## src/rtl/ttc_cfg_pkg12.sv

```systemverilog
// ttc_cfg_pkg12: shared state encoding, mask bit indices and counter-control bit defaults
package ttc_cfg_pkg12;
    typedef enum logic [3:0] {
        S_IDLE = 4'd0,
        S_STOP = 4'd1,
        S_CLK  = 4'd2,
        S_INTV = 4'd3,
        S_M1   = 4'd4,
        S_M2   = 4'd5,
        S_M3   = 4'd6,
        S_IEN  = 4'd7,
        S_CLR  = 4'd8,
        S_GO   = 4'd9,
        S_REL  = 4'd10,
        S_DONE = 4'd11
    } state_e;

    localparam int M_CLK  = 0;
    localparam int M_INTV = 1;
    localparam int M_M1   = 2;
    localparam int M_M2   = 3;
    localparam int M_M3   = 4;
    localparam int M_IEN  = 5;

    localparam int DIS_BIT_DEF = 0;
    localparam int RST_BIT_DEF = 4;

    typedef struct packed {
        logic [5:0]  mask;
        logic [6:0]  clk_ctrl;
        logic [6:0]  cntr_ctrl;
        logic [15:0] interval;
        logic [15:0] match1;
        logic [15:0] match2;
        logic [15:0] match3;
        logic [5:0]  intr_en;
    } cfg_t;
endpackage

```

## src/rtl/ttc_cfg_seq_lite12.sv

```systemverilog
// ttc_cfg_seq_lite12: one-shot register programming sequencer for a timer/counter channel
module ttc_cfg_seq_lite12
    import ttc_cfg_pkg12::*;
#(
    parameter int STOP_FIRST = 1,
    parameter int DIS_BIT    = DIS_BIT_DEF,
    parameter int RST_BIT    = RST_BIT_DEF
) (
    input  logic        pclk12,
    input  logic        p_reset12,
    input  logic        req12,
    input  logic [5:0]  cfg_mask12,
    input  logic [6:0]  cfg_clk_ctrl12,
    input  logic [6:0]  cfg_cntr_ctrl12,
    input  logic [15:0] cfg_interval12,
    input  logic [15:0] cfg_match1_12,
    input  logic [15:0] cfg_match2_12,
    input  logic [15:0] cfg_match3_12,
    input  logic [5:0]  cfg_intr_en12,
    output logic        busy12,
    output logic        ack12,
    output logic [15:0] pwdata12,
    output logic        clk_ctrl_reg_sel12,
    output logic        cntr_ctrl_reg_sel12,
    output logic        interval_reg_sel12,
    output logic        match_1_reg_sel12,
    output logic        match_2_reg_sel12,
    output logic        match_3_reg_sel12,
    output logic        intr_en_reg_sel12,
    output logic        clear_interrupt12
);
    state_e      state_q, state_d;
    cfg_t        shadow_q, shadow_d, cfg_in;
    logic [6:0]  sel_q, sel_d;
    logic [15:0] wdata_q, wdata_d;
    logic        busy_q, ack_q, clr_q;
    logic [6:0]  c_stop, c_go, c_rel;

    assign cfg_in = '{cfg_mask12, cfg_clk_ctrl12, cfg_cntr_ctrl12, cfg_interval12,
                      cfg_match1_12, cfg_match2_12, cfg_match3_12, cfg_intr_en12};

    assign state_d  = (state_q == S_IDLE) ? (req12 ? S_STOP : S_IDLE) :
                      (state_q == S_DONE) ? S_IDLE : state_e'(state_q + 4'd1);
    assign shadow_d = (state_q == S_IDLE && req12) ? cfg_in : shadow_q;

    always_comb begin
        c_stop          = shadow_d.cntr_ctrl;
        c_stop[DIS_BIT] = 1'b1;
        c_stop[RST_BIT] = 1'b0;
        c_go            = shadow_d.cntr_ctrl;
        c_go[DIS_BIT]   = 1'b0;
        c_go[RST_BIT]   = 1'b1;
        c_rel           = shadow_d.cntr_ctrl;
        c_rel[DIS_BIT]  = 1'b0;
        c_rel[RST_BIT]  = 1'b0;
    end

    // Outputs are decoded from the next state so data/select appear in the cycle of that state.
    always_comb begin
        sel_d   = '0;
        wdata_d = '0;
        case (state_d)
            S_STOP: if (STOP_FIRST != 0) begin sel_d[1] = 1'b1; wdata_d = {9'd0, c_stop}; end
            S_CLK:  if (shadow_d.mask[M_CLK])  begin sel_d[0] = 1'b1; wdata_d = {9'd0, shadow_d.clk_ctrl}; end
            S_INTV: if (shadow_d.mask[M_INTV]) begin sel_d[2] = 1'b1; wdata_d = shadow_d.interval; end
            S_M1:   if (shadow_d.mask[M_M1])   begin sel_d[3] = 1'b1; wdata_d = shadow_d.match1; end
            S_M2:   if (shadow_d.mask[M_M2])   begin sel_d[4] = 1'b1; wdata_d = shadow_d.match2; end
            S_M3:   if (shadow_d.mask[M_M3])   begin sel_d[5] = 1'b1; wdata_d = shadow_d.match3; end
            S_IEN:  if (shadow_d.mask[M_IEN])  begin sel_d[6] = 1'b1; wdata_d = {10'd0, shadow_d.intr_en}; end
            S_GO:   begin sel_d[1] = 1'b1; wdata_d = {9'd0, c_go}; end
            S_REL:  begin sel_d[1] = 1'b1; wdata_d = {9'd0, c_rel}; end
            default: ;
        endcase
    end

    always_ff @(posedge pclk12 or posedge p_reset12) begin
        if (p_reset12) begin
            state_q  <= S_IDLE;
            shadow_q <= '0;
            sel_q    <= '0;
            wdata_q  <= '0;
            busy_q   <= 1'b0;
            ack_q    <= 1'b0;
            clr_q    <= 1'b0;
        end else begin
            state_q  <= state_d;
            shadow_q <= shadow_d;
            sel_q    <= sel_d;
            wdata_q  <= wdata_d;
            busy_q   <= state_d != S_IDLE && state_d != S_DONE;
            ack_q    <= state_d == S_DONE;
            clr_q    <= state_d == S_CLR;
        end
    end

    assign busy12              = busy_q;
    assign ack12               = ack_q;
    assign pwdata12            = wdata_q;
    assign clear_interrupt12   = clr_q;
    assign clk_ctrl_reg_sel12  = sel_q[0];
    assign cntr_ctrl_reg_sel12 = sel_q[1];
    assign interval_reg_sel12  = sel_q[2];
    assign match_1_reg_sel12   = sel_q[3];
    assign match_2_reg_sel12   = sel_q[4];
    assign match_3_reg_sel12   = sel_q[5];
    assign intr_en_reg_sel12   = sel_q[6];
endmodule

```

## config.mk

```make
export PLATFORM = sky130hd
export DESIGN_NAME = ttc_cfg_seq_lite12
export DESIGN_NICKNAME = d
export VERILOG_FILES = /design/src/rtl/ttc_cfg_pkg12.sv /design/src/rtl/ttc_cfg_seq_lite12.sv
export SDC_FILE = /design/constraint.sdc
export NUM_CORES = 1
export LEC_CHECK = 0
export ABC_CLOCK_PERIOD_IN_PS = 4400
export CAP_MARGIN = 20
export CORE_MARGIN = 8
export CORE_UTILIZATION = 40
export CTS_CLUSTER_SIZE = 16
export DETAILED_ROUTE_END_ITERATION = 8
export GPL_TIMING_DRIVEN = 0
export PLACE_DENSITY = 0.69
export SLEW_MARGIN = 15
export SYNTH_ARGS = -nofsm -noshare
export SYNTH_HDL_FRONTEND = slang
export SYNTH_SLANG_ARGS = --single-unit
```

## constraint.sdc

```tcl
create_clock -name pclk12 -period 4.4 [get_ports pclk12]
set_clock_uncertainty 0.2 [all_clocks]
set_input_delay 0.88 -clock pclk12 [delete_from_list [all_inputs] [get_ports pclk12]]
set_output_delay 0.88 -clock pclk12 [all_outputs]
set_load 0.03 [all_outputs]
```

# After elaboration in Yosys (flattened, before gate mapping)
# Cells that the tools add are included.
[op_classes]
mux = 24
eq_ne = 13
n_addsub = 1
n_reduce_logical = 5
[op_table]
columns = ["cell", "count"]
rows = [
  ["16-bit case mux with 9 select lines", 1],
  ["90-bit 2-to-1 mux", 1],
  ["16-bit 2-to-1 mux", 4],
  ["4-bit equality test (second input constant)", 5],
  ["4-bit by 3-bit equality test with 1-bit output (second input constant)", 4],
  ["1-bit 2-to-1 mux", 14],
  ["4-bit by 2-bit equality test with 1-bit output (second input constant)", 2],
  ["4-bit 2-to-1 mux", 2],
  ["7-bit 2-to-1 mux", 1],
  ["6-bit 2-to-1 mux", 1],
  ["4-bit by 1-bit adder with 4-bit output (second input constant)", 1],
  ["4-bit by 1-bit equality test with 1-bit output (second input constant)", 1],
  ["4-bit logical NOT", 1],
  ["4-bit != test (second input constant)", 1],
  ["4-bit nonzero test", 1],
  ["3-bit OR reduction", 1],
  ["1-bit logical AND", 2],
]
[word_totals]
regBits = 120
output_inout_bits = 26
word_cells = 58
inputBits = 93

# Longest topological paths before layout
# Gate-level depths: netlist of run 1.
[depth]
ltp_word = 6
ltp_mapped = 11
mapped_depth_nobuf = 8

# Least setup slack after synthesis of run 1
# OpenSTA, ideal clock, no wires.
[synth_path]
kind = "input to register"
startpoint = "input port req12"
endpoint = "register wdata_q[6] (netlist: pwdata12[6])"
cell_stages = 6
setup_time_ns = 0.139
n_path_buf = 2
slack_ns = 1.605
required_ns = 4.061
arrival_time_ns = 2.457
cell_sequence = "and4bb_2 buf_6 buf_2 mux2_2 a32o_1 or4b_1"
[synth_lines]
columns = ["element", "line_no", "text"]
rows = [
  ["start: declaration", "ttc_cfg_seq_lite12.sv:11", "input logic req12,"],
  ["end signal: assignment", "ttc_cfg_seq_lite12.sv:89", "wdata_q <= wdata_d;"],
  ["end: declaration", "ttc_cfg_seq_lite12.sv:35", "logic [15:0] wdata_q, wdata_d;"],
]

# Worst setup path after layout of run 1
[layout_path]
startpoint = "input port req12"
endpoint = "register wdata_q[5] (netlist: pwdata12[5])"
[layout_via]
elab_chain_len = 4
word_cells_on_any_way = 20
cone_classes = "eq/ne (9); mux (10); reduce/logical (1)"
[layout_rtl]
columns = ["element", "line_no", "text"]
rows = [
  ["1-bit 2-to-1 mux or 1-bit logical AND (tied branches)", "ttc_cfg_seq_lite12.sv:42, ttc_cfg_seq_lite12.sv:44", ""],
  ["4-bit 2-to-1 mux or 90-bit 2-to-1 mux (tied branches)", "ttc_cfg_seq_lite12.sv:42, ttc_cfg_seq_lite12.sv:44", ""],
  ["4-bit equality test (tied with other cells)", "ttc_cfg_seq_lite12.sv:62", "case (state_d)"],
  ["16-bit case mux with 9 select lines *", "ttc_cfg_seq_lite12.sv:62", ""],
  ["net wdata_d[5]", "ttc_cfg_seq_lite12.sv:35", ""],
]
# The timed path passes the listed nets; every way through them passes the cells marked *.
# A chain may end at the register's enable or synchronous reset.

==> flow_summary.yaml, run 1 <==
grt:
  gr-usage-all-layers_pct: 16.8
  number_of_global_route_vias_before_repair: 3842
  largest_net_degree_at_the_start_of_global_routing: 67
  global_route.overflow_total: 0
  grt_pass1_wl_um: 20700
  number_of_antenna_violations_at_the_first_check_in_global_routing: 0
synth:
  synth.mux.area_fraction_pct: 19.6
  synth_top_cells_by_area: "sky130_fd_sc_hd__dfrtp_1 60%, sky130_fd_sc_hd__mux2_2 14%, sky130_fd_sc_hd__mux2i_1 5.5%"
  synth_simple_gate_area_share_pct: 5.91
  synth.top_cells.by_count: "118 x sky130_fd_sc_hd__dfrtp_1, 61 x sky130_fd_sc_hd__mux2_2, 37 x sky130_fd_sc_hd__inv_1"
  syn_avg_cell_area_sq_um: 13.6
  synth-adder-area-share_pct: 1.02
  synth-xor-area-share_pct: 0
  yosysSeqAreaShare_pct: 60.4
  synth-compound-area-share_pct: 8.31
  synth_top_family_by_area: "multiplexers"
  dominantRegCellSynth: "sky130_fd_sc_hd__dfrtp_1"
  synth_most_common_cell: "sky130_fd_sc_hd__dfrtp_1"
  post_synth_edffs: 0
  ys_ff_latch: 118
  ys_async_sr_fraction_pct: 100
  postSynthNetCount: 458
  mappedNetlistArea_sq_um: 4890
  yosysUniqueCellTypes: 49
  synthDominantAreaCellType: "sky130_fd_sc_hd__dfrtp_1"
  yosysWarnings: 0
  synth_top_area_share_pct: 60.4
  netlist_instances: 361
critical_path:
  crit_chain: "clkdlybuf4s50_1 > and4bb_2 > buf_6 > buf_2 > buf_2 > buf_2 > mux2i_1 > o211ai_1 > a211o_1"
  path_common_cell: "sky130_fd_sc_hd__buf_2"
  crit_fanout: 10
  critPathSlowestCell: "sky130_fd_sc_hd__clkdlybuf4s50_1"
  worst-path-buf-inv: 5
  crit_path_end_kind: "flip-flop"
  crit_path_max_incr_delay_ps: 470
  critical_path.startpoint_type: "primary input"
  required_ps: 4500
  critical-path-top-delay-family: "buffers and inverters"
  critical_path_arrival_ps: 3450
  timing_worst_setup_path_type: "in2reg"
status:
  status: "complete, no violations"
placement:
  io_buffer_count: 116
  place_inst: 625
  gp_routability_congestion: 0.835
  hpwlAfterDp_um: 9450
  post-place-ws_ps: 648
hold_path:
  min_path_type: "reg2reg"
floorplanning:
  ioPinCount: 119
  floorplan.rows: 40
  start_util_pct: 40.9
  full_die_area_sq_um: 16000
  vertical_die_dimension_um: 127
  core_outline_area_sq_um: 12000
  floorplan.die.width_um: 127
cells_and_area:
  drive_gt1_share_pct: 21.1
  antenna-diode-count: 0
  n_fill_cell: 992
  fin_nets: 594
  finish.cell_count_without_fillers: 655
  areaGrowthSynthToFinish_pct: 39.7
clock_tree:
  cts_max_path_buffers: 2
  root_buffer: "sky130_fd_sc_hd__clkbuf_16"
  clkSinkCount: 118
  clock_tree_from_tritoncts: "yes"
  post_cts_buffers: 0
  clk-insertion-delay-late_ps: 410
  cts_clk_pin_slew_worst_paths_ps: 50
  ctsHoldBuffers: 0
  clock_buffer_count_from_cts: 17
  cts_htree_levels: 4
  cts_repair_resize_count: 0
timing:
  drv_slew: 0
  worstMarginPinSlew_ps: 827
  min_period_over_period_pct: 76.2
  post-route-min-period_ps: 3350
  setup_viol: 0
  worst_case_headroom_to_the_max_slew_limit_pct: 44.4
  hold_violations: 0
  fin_tns_setup_ps: 0
  fmax_mhz: 298
  rsz0062_at_grt: "no"
  postLayoutSetupSlackWorst_ps: 1050
pwr:
  design_power_total_uw: 4850
  ir_drop_mv: 0.270
  powerDensity_nw_per_um2: 710
  p_leak_uw: 0.00308
detailed_routing:
  wirelength_um: 12900
  route.vias.total: 3349
  detailedRoute.firstIterationViolations: 188
  detail-route-antenna-nets: 0
  detail_route.vias_per_cell: 5.11
  routedWlPerCell_um: 19.7
  drc_errors: 0
  drtPass1Iterations: 4
run:
  drv_cap: 0
-- cell families after synthesis --
kind of cell,count (synthesis)
DFF,118
muxes,88
buffers and inverters,53
AOI/OAI and AO/OA,50
and+or+nand+nor,48
adders and majority gates,4
-- worst reg2reg max path: cells and delay by family (launching register included) --
family,cells,cell delay (ps)
compound gates,3,1210
fa+ha+maj,1,270
buf+inv,2,680
flops,1,440
simple gates,2,310
-- flip-flops by register name, indices dropped and copies added (netlist names) --
name and flops:
sel_q 7, clear_interrupt12 1, state_q 4, ack12 1
shadow_q 88, pwdata12 16, busy12 1
-- cell type report --
cell class	instances	area (sq um)	area share, %
Multi-Input combinational cell	190	1700	24.9
Timing Repair Buffer	117	1190	17.4
Buffer	15	93.8	1.37
Clock inverter	3	40.0	0.586
Inverter	38	148	2.16
Tap cell	147	184	2.69
Clock buffer	27	523	7.65
Sequential cell	118	2950	43.2
-- per-layer routing --
metal / vias up / share of wire [%] / GRT usage (%)
li1: 1538 / - / -
met5: - / 0 / 0
met2: 87 / 52 / 28.5
met4: 0 / 1.9 / 7.71
met1: 1704 / 42 / 19.6
met3: 20 / 4.7 / 4.44
-- report_power, final --
| part | switching (uW) | total (uW) | internal [uW] |
|---|---|---|---|
| Clock | 448 | 1310 | 858 |
| Sequential | 157 | 1750 | 1600 |
| Combinational | 948 | 1790 | 842 |
| Total | 1550 | 4850 | 3300 |
-- stage by stage --
step / util (%) / instance area [sq um] / hold slack (ps)
6_report: 57.1 / 6830 / 277
5_1_grt: 57.1 / 6830 / 295
4_1_cts: 57.1 / 6830 / 278
2_1_floorplan: - / 4890 / 244
3_5_place_dp: 52.4 / 6270 / 265
3_3_place_gp: 52.1 / 6240 / 262
-- cells in the final DEF (no fill, tap or decap), types with 4 or more instances in the layout --
| cell type | netlist | routed |
|---|---|---|
| sky130_fd_sc_hd__ha_1 | 4 | 4 |
| sky130_fd_sc_hd__mux2_2 | 61 | 61 |
| sky130_fd_sc_hd__inv_1 | 37 | 36 |
| sky130_fd_sc_hd__buf_2 | 9 | 9 |
| sky130_fd_sc_hd__o211ai_1 | 7 | 7 |
| sky130_fd_sc_hd__mux2i_1 | 27 | 27 |
| sky130_fd_sc_hd__clkbuf_16 | 0 | 17 |
| sky130_fd_sc_hd__a22o_1 | 5 | 5 |
| sky130_fd_sc_hd__clkdlybuf4s50_1 | 0 | 116 |
| sky130_fd_sc_hd__clkbuf_8 | 0 | 6 |
| sky130_fd_sc_hd__dfrtp_1 | 118 | 118 |
| sky130_fd_sc_hd__a211o_1 | 4 | 4 |
| sky130_fd_sc_hd__o2bb2ai_1 | 5 | 5 |
| sky130_fd_sc_hd__a2bb2oi_1 | 6 | 6 |
| sky130_fd_sc_hd__nor2b_1 | 5 | 5 |
| sky130_fd_sc_hd__nand2_1 | 15 | 15 |
| sky130_fd_sc_hd__clkbuf_1 | 1 | 5 |
-- final timing paths --
path	startpoint	to	slack, ps	depth (start not counted)
worst min-delay path	shadow_q[63]	shadow_q[63]	280	2
worst max register to register	state_q[0]	pwdata12[7]	1200	8
max in group asynchronous	p_reset12	pwdata12[11]	2640	3
worst min register to register	shadow_q[63]	shadow_q[63]	280	2
worst max-delay path	req12	pwdata12[5]	1050	9
min in group asynchronous	p_reset12	shadow_q[71]	680	2
Power figures use the tool's default switching activity.
==> inputs of run 2 (changes only) <==
--- a/config.mk
+++ b/config.mk
@@ -5,7 +5,7 @@
 export SDC_FILE = /design/constraint.sdc
 export NUM_CORES = 1
 export LEC_CHECK = 0
-export ABC_CLOCK_PERIOD_IN_PS = 4400
+export ABC_CLOCK_PERIOD_IN_PS = 2700
 export CAP_MARGIN = 20
 export CORE_MARGIN = 8
 export CORE_UTILIZATION = 40
==> constraint.sdc (replaced) <==
create_clock -name pclk12 -period 2.7 [get_ports pclk12]
set_clock_uncertainty 0.2 [all_clocks]
set_input_delay 0.54 -clock pclk12 [delete_from_list [all_inputs] [get_ports pclk12]]
set_output_delay 0.54 -clock pclk12 [all_outputs]
set_load 0.03 [all_outputs]
==> run 2 against run 1 <==
Compared with the run above: total power rose by 81%; die area is the same; non-clock buffer count grew 18; largest cell class unchanged; largest power group unchanged.
==> flow_summary.yaml, run 2 (synthesis results as in run 1) <==
timing:
  setup_viol: 0
  rsz0062_at_grt: "yes"
  worst_case_headroom_to_the_max_slew_limit_pct: 67.2
  post-route-min-period_ps: 2660
  worstMarginPinSlew_ps: 491
  postLayoutSetupSlackWorst_ps: 44.3
  drv_slew: 0
  fin_tns_setup_ps: 0
  fmax_mhz: 377
  min_period_over_period_pct: 98.4
  hold_violations: 0
clock_tree:
  clk-insertion-delay-late_ps: 400
  cts_clk_pin_slew_worst_paths_ps: 50
  clkSinkCount: 118
  cts_max_path_buffers: 2
  root_buffer: "sky130_fd_sc_hd__clkbuf_16"
  clock_buffer_count_from_cts: 17
  cts_htree_levels: 4
  ctsHoldBuffers: 0
  clock_tree_from_tritoncts: "yes"
cells_and_area:
  n_fill_cell: 929
  most_frequent_cells_in_the_layout: "116 x sky130_fd_sc_hd__dfrtp_1, 116 x sky130_fd_sc_hd__clkdlybuf4s50_1, 58 x sky130_fd_sc_hd__mux2_2, 33 x sky130_fd_sc_hd__inv_1, 25 x sky130_fd_sc_hd__mux2i_1"
  areaGrowthSynthToFinish_pct: 49.4
  drive_gt1_share_pct: 29.0
  largest_reg_flops: 88
  fin_nets: 612
  antenna-diode-count: 0
  largest-register: "shadow_q"
critical_path:
  crit_chain: "inv_2 > ha_4 > or4b_4 > and4_1 > buf_6 > and3_4 > buf_6 > a221o_1 > a211o_1"
  crit_fanout: 5
  crit_path_max_incr_delay_ps: 540
  critical_path.startpoint_type: "flip-flop"
  crit_path_end_kind: "flip-flop"
  path_common_cell: "sky130_fd_sc_hd__buf_6"
  reg2reg_setup_slack_ps: 40
  timing_worst_setup_path_type: "reg2reg"
  critical_path_arrival_ps: 2740
  critPathSlowestCell: "sky130_fd_sc_hd__or4b_4"
  required_ps: 2780
grt:
  gr-usage-all-layers_pct: 16.4
  global_route.overflow_total: 0
  number_of_global_route_vias_before_repair: 3778
  grt_pass1_wl_um: 20200
  largest_net_degree_at_the_start_of_global_routing: 36
  number_of_antenna_violations_at_the_first_check_in_global_routing: 0
status:
  status: "complete, no violations"
detailed_routing:
  drc_errors: 0
  wirelength_um: 13000
  drtPass1Iterations: 4
  routedWlPerCell_um: 19.2
  detail-route-antenna-nets: 0
  detailedRoute.firstIterationViolations: 163
  route.vias.total: 3363
  detail_route.vias_per_cell: 4.98
placement:
  gp_routability_congestion: 0.754
  hpwlAfterDp_um: 9500
  post-place-ws_ps: -696
  io_buffer_count: 116
floorplanning:
  start_util_pct: 40.9
  full_die_area_sq_um: 16000
  floorplan.rows: 40
  ioPinCount: 119
  core_outline_area_sq_um: 12000
  floorplan.die.width_um: 127
  vertical_die_dimension_um: 127
pwr:
  p_leak_uw: 0.00327
  powerDensity_nw_per_um2: 1200
  ir_drop_mv: 0.422
hold_path:
  min_path_type: "reg2reg"
run:
  drv_cap: 0
==> run 2: cell count changes in the layout (fill, tap and decap cells not counted), sizes merged <==
| cell | change |
|---|---|
| buf | +18 |
| bufinv | +5 |
| clkbuf | -7 |
| clkinv | +2 |
| clkinvlp | +3 |
| inv | -1 |
==> run 2: critical path, delay by kind of cell, from the launching register on <==
kind	cells	cell delay, ps
AOI/OAI and AO/OA	2	570
and+or+nand+nor	3	870
adders and majority gates	1	170
DFF	1	410
buffers and inverters	3	310
==> run 2: power by group <==
group          internal [uW]  switching [uW]
Sequential              2600             245
Clock                   1800             783
Combinational           1650            1710
Total                   6060            2740
==> run 2: what timing repair did <==
action | in CTS | in global routing
setup buffers | 3 | 13
cloned | 0 | 0
pin swaps | 4 | 7
gates resized for setup | 31 | 27
setup endpoints to repair | 51 | 18
==> run 2: final cells by class <==
cell class	count	area, sq um	share of cell area, %
Buffer	15	170	2.33
Clock buffer	20	467	6.39
Clock inverter	12	223	3.05
Inverter	38	149	2.04
Multi-Input combinational cell	190	1820	24.9
Sequential cell	118	2960	40.4
Tap cell	147	184	2.52
Timing Repair Buffer	135	1340	18.4
==> run 2: layer usage <==
metal,track usage [%],vias up,wire length (um)
met1,19.4,1696,5430
li1,-,1580,-
met4,7.71,0,255
met3,4.15,14,588
met5,0,-,0
met2,27.6,73,6690
==> run 2: through the flow <==
step	std cells	hold slack, ps	area (sq um)	total power, uW	utilization, %
after floorplan	361	244	4900	4830	-
after global placement	624	262	6240	5680	52.2
after detailed placement	627	267	6300	5800	52.7
after CTS	662	282	7120	8600	59.5
after global routing	675	302	7310	9260	61.1
final	675	276	7310	8800	61.1
==> run 2: final timing paths <==
| check | end | cells past startpoint | start |
|---|---|---|---|
| min in group asynchronous | shadow_q[73] | 2 | p_reset12 |
| min reg2reg | shadow_q[55] | 2 | shadow_q[55] |
| max in group asynchronous | shadow_q[38] | 5 | p_reset12 |
| max | pwdata12[5] | 9 | state_q[1] |
| max reg2reg | pwdata12[5] | 9 | state_q[1] |
| min | shadow_q[55] | 2 | shadow_q[55] |
==> inputs of run 3 (changes only) <==
--- a/config.mk
+++ b/config.mk
@@ -13,6 +13,7 @@
 export DETAILED_ROUTE_END_ITERATION = 8
 export GPL_TIMING_DRIVEN = 0
 export PLACE_DENSITY = 0.69
+export SKIP_LAST_GASP = 1
 export SLEW_MARGIN = 15
 export SYNTH_ARGS = -nofsm -noshare
 export SYNTH_HDL_FRONTEND = slang
==> run 3 against run 2 <==
Compared with the run above: sequential cell count stayed put; first-iteration DRC count is 3.1% higher; final cell count stayed put; worst setup slack better by 2.7 ps; critical path type unchanged.
==> flow_summary.yaml, run 3 (synthesis results as in run 1) <==
clock_tree:
  ctsHoldBuffers: 0
  clkSinkCount: 118
  cts_max_path_buffers: 2
  clock_buffer_count_from_cts: 17
  clock_tree_from_tritoncts: "yes"
  root_buffer: "sky130_fd_sc_hd__clkbuf_16"
  cts_clk_pin_slew_worst_paths_ps: 50
  clk-insertion-delay-late_ps: 400
  cts_htree_levels: 4
critical_path:
  crit_path_end_kind: "flip-flop"
  critical_path_arrival_ps: 2730
  timing_worst_setup_path_type: "reg2reg"
  crit_fanout: 8
  required_ps: 2770
  critical_path.startpoint_type: "flip-flop"
floorplanning:
  floorplan.die.width_um: 127
  ioPinCount: 119
  start_util_pct: 40.9
  vertical_die_dimension_um: 127
  core_outline_area_sq_um: 12000
  floorplan.rows: 40
  full_die_area_sq_um: 16000
pwr:
  ir_drop_mv: 0.421
  seqPwrFrac_pct: 32.4
  powerDensity_nw_per_um2: 1200
  netSwitchingFraction_pct: 31.2
  power_frac_clock_pct: 29.5
  power.net_switching_uw: 2740
  pwr-share-comb_pct: 38.2
  cell_internal_pwr_uw: 6050
  p_leak_uw: 0.00326
timing:
  rsz0062_at_grt: "yes"
  setup_viol: 0
  post-route-min-period_ps: 2650
  min_period_over_period_pct: 98.3
  drv_slew: 0
  worstMarginPinSlew_ps: 489
  hold_violations: 0
  worst_case_headroom_to_the_max_slew_limit_pct: 67.4
  fmax_mhz: 377
  postLayoutSetupSlackWorst_ps: 47.0
  fin_tns_setup_ps: 0
cells_and_area:
  largest_reg_flops: 88
  drive_gt1_share_pct: 28.6
  antenna-diode-count: 0
  areaGrowthSynthToFinish_pct: 49.2
  final_area_sq_um: 7300
  fin_nets: 612
  most_frequent_cells_in_the_layout: "116 x sky130_fd_sc_hd__dfrtp_1, 116 x sky130_fd_sc_hd__clkdlybuf4s50_1, 58 x sky130_fd_sc_hd__mux2_2, 33 x sky130_fd_sc_hd__inv_1, 25 x sky130_fd_sc_hd__mux2i_1"
  largest-register: "shadow_q"
detailed_routing:
  route.vias.total: 3401
  drtPass1Iterations: 4
  detail-route-antenna-nets: 0
  detailedRoute.firstIterationViolations: 168
  detail_route.vias_per_cell: 5.04
  drc_errors: 0
  wirelength_um: 13000
  routedWlPerCell_um: 19.2
grt:
  global_route.overflow_total: 0
  largest_net_degree_at_the_start_of_global_routing: 36
  number_of_antenna_violations_at_the_first_check_in_global_routing: 0
  grt_pass1_wl_um: 20200
  gr-usage-all-layers_pct: 16.4
  number_of_global_route_vias_before_repair: 3778
placement:
  io_buffer_count: 116
  dpl-instance-area_sq_um: 6300
  hpwlAfterDp_um: 9500
  post-place-ws_ps: -696
  gp_routability_congestion: 0.754
status:
  status: "complete, no violations"
run:
  drv_cap: 0
hold_path:
  min_path_type: "reg2reg"
## run 3: layout make-up
type | count | area [sq um]
Fill cell | 928 | 4660
Sequential cell | 118 | 2960
Multi-Input combinational cell | 190 | 1810
Timing Repair Buffer | 135 | 1340
Clock buffer | 20 | 467
Clock inverter | 12 | 223
Tap cell | 147 | 184
Buffer | 15 | 170
Inverter | 38 | 149
## run 3: power by group through the flow
stage               clock network (uW)  registers (uW)  logic, uW
detailed placement                   0            2870       2930
floorplan                            0            3060       1770
finish                            2590            2850       3350
global placement                     0            2840       2840
CTS                               2630            2840       3130
global route                      2700            2920       3620
## run 3: layer usage
metal	vias up	track usage, %	part of all wire [%]
met4	0	7.71	1.9
met3	16	4.15	4.4
li1	1584	-	-
met2	78	27.6	52
met1	1723	19.4	42
met5	-	0	0
## run 3: stage by stage
| stage | instances | total power [uW] | util [%] | hold WS (ps) |
|---|---|---|---|---|
| finish | 675 | 8790 | 61.0 | 276 |
| global route | 675 | 9250 | 61.0 | 302 |
| CTS | 662 | 8600 | 59.5 | 282 |
| detailed placement | 627 | 5800 | 52.7 | 267 |
| global placement | 624 | 5680 | 52.2 | 262 |
| floorplan | 361 | 4830 | - | 244 |
## run 3: what timing repair did
item | CTS | global route
endpoints found under the setup margin | 51 | 18
resized for setup | 31 | 25
pin swaps | 4 | 7
buffers inserted | 3 | 13
## run 3: worst paths after layout
path                       slack (ps)    startpoint  depth (start not counted)            to
max                                50    state_q[1]                          9   pwdata12[4]
min                               280  shadow_q[55]                          2  shadow_q[55]
max reg2reg                        50    state_q[1]                          9   pwdata12[4]
min reg2reg                       280  shadow_q[55]                          2  shadow_q[55]
max in group asynchronous         970     p_reset12                          5  shadow_q[38]
min in group asynchronous         330     p_reset12                          2  shadow_q[73]
## run 3: critical path: stages, from the launching register on
cell and delay, ps:
sky130_fd_sc_hd__dfrtp_2 440, sky130_fd_sc_hd__inv_2 90, sky130_fd_sc_hd__ha_4 150, sky130_fd_sc_hd__and4bb_2 240, sky130_fd_sc_hd__buf_8 150, sky130_fd_sc_hd__mux2_2 360
sky130_fd_sc_hd__nand3_1 100, sky130_fd_sc_hd__inv_1 130, sky130_fd_sc_hd__a22o_1 250, sky130_fd_sc_hd__a2111o_1 400
